==> config.mk <==
export PLATFORM = sky130hd
export DESIGN_NAME = bcd_updown_counter
export DESIGN_NICKNAME = d
export VERILOG_FILES = /design/src/rtl/bcd_pkg.sv /design/src/rtl/bcd_digit_step.sv /design/src/rtl/bcd_updown_counter.sv
export SDC_FILE = /design/constraint.sdc
export NUM_CORES = 1
export LEC_CHECK = 0
export CAP_MARGIN = 10
export CORE_AREA = 5 5 51 53
export DETAILED_ROUTE_END_ITERATION = 6
export DIE_AREA = 0 0 56 58
export PLACE_DENSITY_LB_ADDON = 0.2
export SETUP_SLACK_MARGIN = 0.4
export SLEW_MARGIN = 20
export SYNTH_ARGS = -nofsm -noshare
export SYNTH_HDL_FRONTEND = slang
export SYNTH_SLANG_ARGS = --single-unit
==> constraint.sdc <==
create_clock -name clk -period 2.4 [get_ports clk]
set_input_delay 0.72 -clock clk [delete_from_list [all_inputs] [get_ports clk]]
set_output_delay 0.72 -clock clk [all_outputs]
set_load 0.02 [all_outputs]
==> src/rtl/bcd_pkg.sv <==
// Shared BCD types, digit limits and the digit validity helper used by the counter.
package bcd_pkg;

  typedef logic [3:0] bcd_digit_t;

  localparam bcd_digit_t BCD_MIN = 4'd0;
  localparam bcd_digit_t BCD_MAX = 4'd9;

  function automatic logic bcd_valid(input bcd_digit_t digit);
    return digit <= BCD_MAX;
  endfunction

endpackage

==> src/rtl/bcd_digit_step.sv <==
// One BCD digit of the cascade: increments/decrements on carry-in and reports carry/borrow out.
module bcd_digit_step
  import bcd_pkg::*;
(
  input  bcd_digit_t i_digit,
  input  logic       i_up,
  input  logic       i_cin,
  output bcd_digit_t o_next,
  output logic       o_cout
);

  always_comb begin
    // NOTE: every output gets a default first so no path through the block infers a latch.
    o_next = i_digit;
    o_cout = 1'b0;
    if (i_cin) begin
      if (i_up) begin
        if (i_digit == BCD_MAX) begin
          o_next = BCD_MIN;
          o_cout = 1'b1;
        end else begin
          o_next = i_digit + 4'd1;
        end
      end else begin
        if (i_digit == BCD_MIN) begin
          o_next = BCD_MAX;
          o_cout = 1'b1;
        end else begin
          o_next = i_digit - 4'd1;
        end
      end
    end
  end

endmodule

==> src/rtl/bcd_updown_counter.sv <==
// Multi-digit BCD up/down counter with load validation, wrap/saturate limits and terminal count.
// Optional build macro BCD_CNT_AUTORELOAD_EN: down-wrap at zero reloads the last accepted load value.
module bcd_updown_counter
  import bcd_pkg::*;
#(
  parameter int DIGITS = 2,
  parameter bit SAT    = 1'b0
) (
  input  logic              clk,
  input  logic              rstn,
  input  logic              clr,
  input  logic              load,
  input  logic [4*DIGITS-1:0] load_val,
  input  logic              en,
  input  logic              up,
  output logic [4*DIGITS-1:0] q,
  output logic              tc,
  output logic              zero,
  output logic              err
);

  localparam int W = 4 * DIGITS;

  logic [W-1:0]    r_q;
  logic            r_err;
  logic [DIGITS:0] w_carry;
  logic [W-1:0]    w_step;
  logic [W-1:0]    w_next;
  logic            w_limit;
  logic            w_load_ok;

`ifdef BCD_CNT_AUTORELOAD_EN
  logic [W-1:0] r_reload;
`endif

  // Digit 0 always steps; the chain's final carry/borrow out means the whole count sits at its limit.
  assign w_carry[0] = 1'b1;
  assign w_limit    = w_carry[DIGITS];

  for (genvar g = 0; g < DIGITS; g++) begin : g_digit
    bcd_digit_step u_step (
      .i_digit (r_q[4*g +: 4]),
      .i_up    (up),
      .i_cin   (w_carry[g]),
      .o_next  (w_step[4*g +: 4]),
      .o_cout  (w_carry[g+1])
    );
  end

  always_comb begin
    w_load_ok = 1'b1;
    for (int i = 0; i < DIGITS; i++) begin
      w_load_ok = w_load_ok & bcd_valid(load_val[4*i +: 4]);
    end
  end

  // The chain already wraps MAX->0 and 0->MAX; only saturation and reload override it.
  always_comb begin
    w_next = w_step;
    if (w_limit) begin
      if (SAT) begin
        w_next = r_q;
      end else if (!up) begin
`ifdef BCD_CNT_AUTORELOAD_EN
        w_next = r_reload;
`else
        w_next = w_step;
`endif
      end
    end
  end

  always_ff @(posedge clk or negedge rstn) begin
    if (!rstn) begin
      // NOTE: state updates use non-blocking assignments so every register samples pre-edge values.
      r_q   <= '0;
      r_err <= 1'b0;
`ifdef BCD_CNT_AUTORELOAD_EN
      r_reload <= '0;
`endif
    end else begin
      r_err <= 1'b0;
      if (clr) begin
        r_q <= '0;
      end else if (load) begin
        if (w_load_ok) begin
          r_q <= load_val;
`ifdef BCD_CNT_AUTORELOAD_EN
          r_reload <= load_val;
`endif
        end else begin
          r_err <= 1'b1;
        end
      end else if (en) begin
        r_q <= w_next;
      end
    end
  end

  assign q    = r_q;
  assign err  = r_err;
  assign zero = (r_q == '0);
  assign tc   = en & ~clr & ~load & w_limit;

endmodule

Word level (Yosys, flattened, before mapping)
Cells that the tools add are included.
{"block": "totals", "in_bits": 14, "reg_bits": 9}
{"block": "op_classes", "n_eq_ne": 3, "n_addsub": 4, "magnitude_cmp": 2, "muxes": 21, "bitwise": 6, "reduce_logical": 7}
{"operator": "$mux W8", "n": 4}
{"operator": "$mux W4", "n": 7}
{"operator": "$mux W1", "n": 10}
{"operator": "$add A4 B1 Y4 const B", "n": 2}
{"operator": "$eq A4 B4 Y1 const B", "n": 2}
{"operator": "$le A4 B4 Y1 const B", "n": 2}
{"operator": "$logic_not A4 Y1", "n": 2}
{"operator": "$logic_not A8 Y1", "n": 1}
{"operator": "$sub A4 B1 Y4 const B", "n": 2}
{"operator": "$reduce_bool A3 Y1", "n": 2}
{"operator": "$and A1 B1 Y1", "n": 4}
{"operator": "$ne A3 B2 Y1 const B", "n": 1}
{"operator": "$reduce_and A3 Y1", "n": 1}
{"operator": "$not A1 Y1", "n": 2}
{"operator": "$reduce_and A2 Y1", "n": 1}

Logic depth before layout (Yosys ltp)
{"block": "logic_depth", "word_depth": 7, "depth_mapped": 6, "mapped_depth_nobuf": 6}

Modules after synthesis
From an unflattened synthesis, not the netlist that was laid out.
{"block": "hier_totals", "cells_unflattened": 128, "hier_area_um2": 1086.0}
{"mod": "bcd_updown_counter", "n_inst": 1, "seq_area_each_um2": 225.2, "area_per_inst_um2": 653.1, "cells_per_inst": 66}
{"mod": "bcd_digit_step", "n_inst": 2, "seq_area_each_um2": 0.0, "area_per_inst_um2": 216.5, "cells_per_inst": 31}

Worst setup path after synthesis
No wires, ideal clock.
{"block": "synth_timing", "path_type": "input to output", "from": "input port up", "to": "output port tc", "slack_ps": -773, "t_arrival_ps": 2453, "stages": 6, "required_ps": 1680, "n_path_buf": 2, "path_cell_list": "clkbuf_1 -> buf_2 -> nand3_1 -> o21ai_0 -> nand2_1 -> a2111oi_0"}
{"block": "synth_between", "elab_chain_len": 3, "elab_cells_between_ends": 4, "classes_between": "mux: 3; bitwise: 1"}
{"element": "start: declaration", "line_no": "bcd_updown_counter.sv:15", "rtl": "input logic up,"}
{"element": "$mux W1", "line_no": "bcd_digit_step.sv:17", "rtl": "if (i_up) begin"}
{"element": "$mux W1 (*)", "line_no": "bcd_digit_step.sv:16", "rtl": "if (i_cin) begin"}
{"element": "$and A1 B1 Y1 (*)", "line_no": "bcd_updown_counter.sv:103", "rtl": "assign tc = en & ~clr & ~load & w_limit;"}
{"element": "end: declaration", "line_no": "bcd_updown_counter.sv:17", "rtl": "output logic tc,"}
Every way passes the cells marked *; elsewhere a longest branch is shown, timed or not.

Worst setup path after layout
{"block": "layout_timing", "from": "register r_q[0] (netlist: q[0])", "to": "output port tc"}
{"block": "layout_between", "elab_chain_len": 5, "elab_cells_between_ends": 7, "classes_between": "eq/ne: 1; mux: 4; bitwise: 1; reduce/logical: 1"}
{"element": "start: declaration", "line_no": "bcd_updown_counter.sv:24", "rtl": "logic [W-1:0] r_q;"}
{"element": "start signal: assignment", "line_no": "bcd_updown_counter.sv:87", "rtl": "r_q <= load_val;"}
{"element": "start signal: assignment", "line_no": "bcd_updown_counter.sv:95", "rtl": "r_q <= w_next;"}
{"element": "$eq A4 B4 Y1 or $logic_not A4 Y1 (tied branches)", "line_no": "bcd_digit_step.sv:18, bcd_digit_step.sv:25"}
{"element": "$mux W1 (on tied branches)", "line_no": "bcd_digit_step.sv:18, bcd_digit_step.sv:25"}
{"element": "$mux W1 (*)", "line_no": "bcd_digit_step.sv:17"}
{"element": "$mux W1 (*)", "line_no": "bcd_digit_step.sv:16"}
{"element": "$and A1 B1 Y1 (*)", "line_no": "bcd_updown_counter.sv:103"}
Marked as above.

==> key figures <==
Power and ir drop
  • Worst vdd ir: 0.307 mV
  • Leakage power: 0.679 nW
  • Pwr/cell area: 508 nW/um2
  • Total Power: approximately 0.8 mW

Floorplan
  • Row cnt: 17
  • Top Ports: 25
  • Die Y: 58 um
  • Core area: 2110 um2
  • Starting Density: 45.7%
  • Chip width: 56 um
  • Die area: about 3200 um2

Min path
  • HP Start: q[1]
  • Hold path endpoint: q[1]
  • WHS Path Cells: 3
  • HP Class: reg2reg

STA
  • Setup ws final: -0.0819 ns
  • Hold slack: about 0.67 ns
  • Worst slew pin tran: 0.495 ns
  • Max Clock Skew: 0.00962 ns
  • Setup violators final: 1
  • F_max: 0.403 GHz
  • Tcrit/Tclk final: 103%
  • Fin. Hold Viols: 0
  • Slew HR: 66.9%
  • Tmin final: 2.48 ns
  • RSZ-0062 raised after global routing: true
  • Max-slew violation count: 0

Layout
  • Syn-to-layout area delta: 59.9%
  • Fillers: around 150
  • Sequential Area: ~230 um2
  • N_diodes: 0
  • Area occupied by multi-input gates: between 700 and 800 um2
  • Share of cells above drive strength 1: 35.9%
  • Layout Nets: 190

CTS
  • Longest Clk Path Bufs: 2
  • Total CTS buffers: 3
  • Post-CTS Hold Fix Bufs: 0
  • Root buf cell: clkbuf_4
  • Worst-skew pair later-pin latency: ~0.27 ns
  • Clock sinks: 9
  • Htree depth: 1
  • TritonCTS clock tree: built
  • Reg clk slew, reported paths: 0.08 ns

Global routing
  • Global-route wire length before repair: 5280 um
  • Largest net degree at the start of global routing: 15
  • Total grt overflow: 0
  • Initial antenna violation count: 0
  • Vias in the first global route: 1112
  • GRT Resource Usage Total: 20.7%

Routing
  • Starting DRT DRC Count: 18
  • Vias per std cell: 5.84
  • Post-Route WL: 3090 um
  • Drt pass-1 iters: 4
  • DRC viols: 0
  • Post-DRT Antenna Nets: 0
  • Avg WL per Cell: between 15 and 20 um
  • DR vias: 1138

Critical path
  • Worst reg2reg startpoint: q[0]
  • Ordered cell list for the critical path: inv_2 -> ha_4 -> or3b_4 -> a2111oi_4 -> buf_4
  • Worst path bufs/invs: 2
  • Max incr delay on CP: a little over 0.4 ns
  • CP max-delay cell: dfrtp_2
  • CP top delay family: flip-flops
  • Crit path kind: reg2out
  • FF-to-FF setup slack: 0.29 ns
  • Crit start category: flop
  • Crit Path Max Fanout: 2
  • Arr. time, crit path: 1.76 ns
  • Type of element capturing the critical path: output pin
  • WP data required: approximately 1.7 ns
  • R2R cell count: 6
  • Crit Reg-Reg Endpoint: q[7]

Logic synthesis
  • Syn avg cell area: 8.37 um2
  • Synth Net Count: 137
  • Mapped cell area: between 900 and 1000 um2
  • Gate Count Post-Synth: 115
  • Asr flop ratio synth: 100%
  • EDFF count, synth: 0
  • YS warnings: 0
  • Sequential fraction of the synthesis area: 23.4%
  • Synth cell types: 41
  • Top_reg_cell synth: dfrtp_1
  • Number of synthesized register bits: 9

Job
  • Max-cap viol count: 0

Place
  • Dpl hpwl: between 2000 and 2500 um
  • RePlAce Congestion: 0.861
  • Number of port buffers: 24

Status
  • Failing checks: setup timing
  • Outcome: finished with violations
worst max path at each step:
stage	startpoint	slack [ns]	to	cells after the start
final	q[0]	-0.08	tc	5
after global routing	q[0]	-0.17	tc	5
after CTS	q[0]	-0.09	tc	5
after detailed placement	up	-0.89	tc	4
after global placement	up	-0.87	tc	4
after floorplan	q[1]	0.08	tc	4
repair_timing:
item	CTS	global route
pin swaps	6	3
endpoints found under the setup margin	16	10
resized for setup	29	7
buffers inserted	3	0
power by group:
part	switching [mW]	internal, mW	leakage (nW)
Combinational	0.224	0.243	0.553
Sequential	0.0184	0.173	0.112
Clock	0.0607	0.0642	0.0150
layer usage:
layer  global-route usage, %  share of wire (%)  vias to the layer above
met4                    8.81                2.5                        0
met1                    23.8                 41                      549
met2                    38.1                 52                       34
li1                        -                  -                      547
met5                       0                  0                        -
met3                    3.12                3.9                        8
stage by stage:
stage                     utilization, %  cell area, um2  std cells  setup WS (ns)  setup TNS, ns
after floorplan                        -            1060        115         0.0805              0
after global placement              70.5            1480        188         -0.866          -1.79
after detailed placement            70.5            1480        188         -0.892          -1.91
after CTS                           72.4            1520        195        -0.0892        -0.0892
after global routing                73.1            1540        195         -0.167         -0.225
final                               73.1            1540        195        -0.0819        -0.0819
synth_stat cells (2+ instances only):
cell type	n	area share, %
dfrtp_1	9	23
inv_1	9	3.5
ha_1	8	10
o21ai_0	8	4.2
clkbuf_1	6	2.3
nand2_1	6	2.3
nand3_1	5	2.6
nor2_1	5	2.0
nor2b_1	5	3.3
a311oi_1	4	3.6
nand2b_1	4	2.6
a221o_1	3	3.1
a22oi_1	3	2.3
mux2i_1	3	3.1
o41ai_1	3	2.7
a2111oi_0	2	1.8
a21oi_1	2	1.0
a221oi_1	2	1.8
a32oi_1	2	1.8
mux2_2	2	2.3
nand3b_1	2	1.6
o21ba_2	2	2.1
or3b_2	2	1.8
cell type report:
class | instances | share of cell area [%]
Tap cell | 28 | 2.28
Inverter | 9 | 2.36
Timing Repair Buffer | 55 | 30.2
Sequential cell | 9 | 15.0
Clock buffer | 4 | 1.71
Multi-Input combinational cell | 90 | 48.5
flip-flops by register name, summed over array words and instances (netlist names):
signal / count
err: 1
q: 8
cells by family (layout without fill, tap and decap cells):
family	Yosys count	after routing	synth area share (%)
compound gates	42	42	33.7
fa+ha+maj	8	8	10.4
buf+inv	16	68	6.37
flops	9	9	23.4
mux	5	5	5.46
simple gates	35	35	20.7
placed cells by master (no fill, tap or decap), types with 3 or more instances in the layout:
cell	instances
nand3_1	5
buf_6	3
dfrtp_2	4
buf_4	30
inv_1	4
nor2b_1	5
nor2_1	4
ha_1	6
nand2b_1	4
inv_2	4
clkdlybuf4s50_1	10
a221o_1	3
dlygate4sd2_1	9
nand2_1	6
clkbuf_4	3
o21ai_0	5
a22oi_1	3
dfrtp_1	5
o41ai_1	3
or3b_4	3
a311oi_1	4
worst reg2reg max path: cells and delay by family (launching register included):
| kind | cells | cell delay (ns) |
|---|---|---|
| buffers and inverters | 1 | 0.08 |
| adders and majority gates | 1 | 0.13 |
| muxes | 1 | 0.32 |
| and+or+nand+nor | 2 | 0.58 |
| DFF | 1 | 0.41 |
| AOI/OAI and AO/OA | 1 | 0.48 |
(Power assumes the default switching activity.)
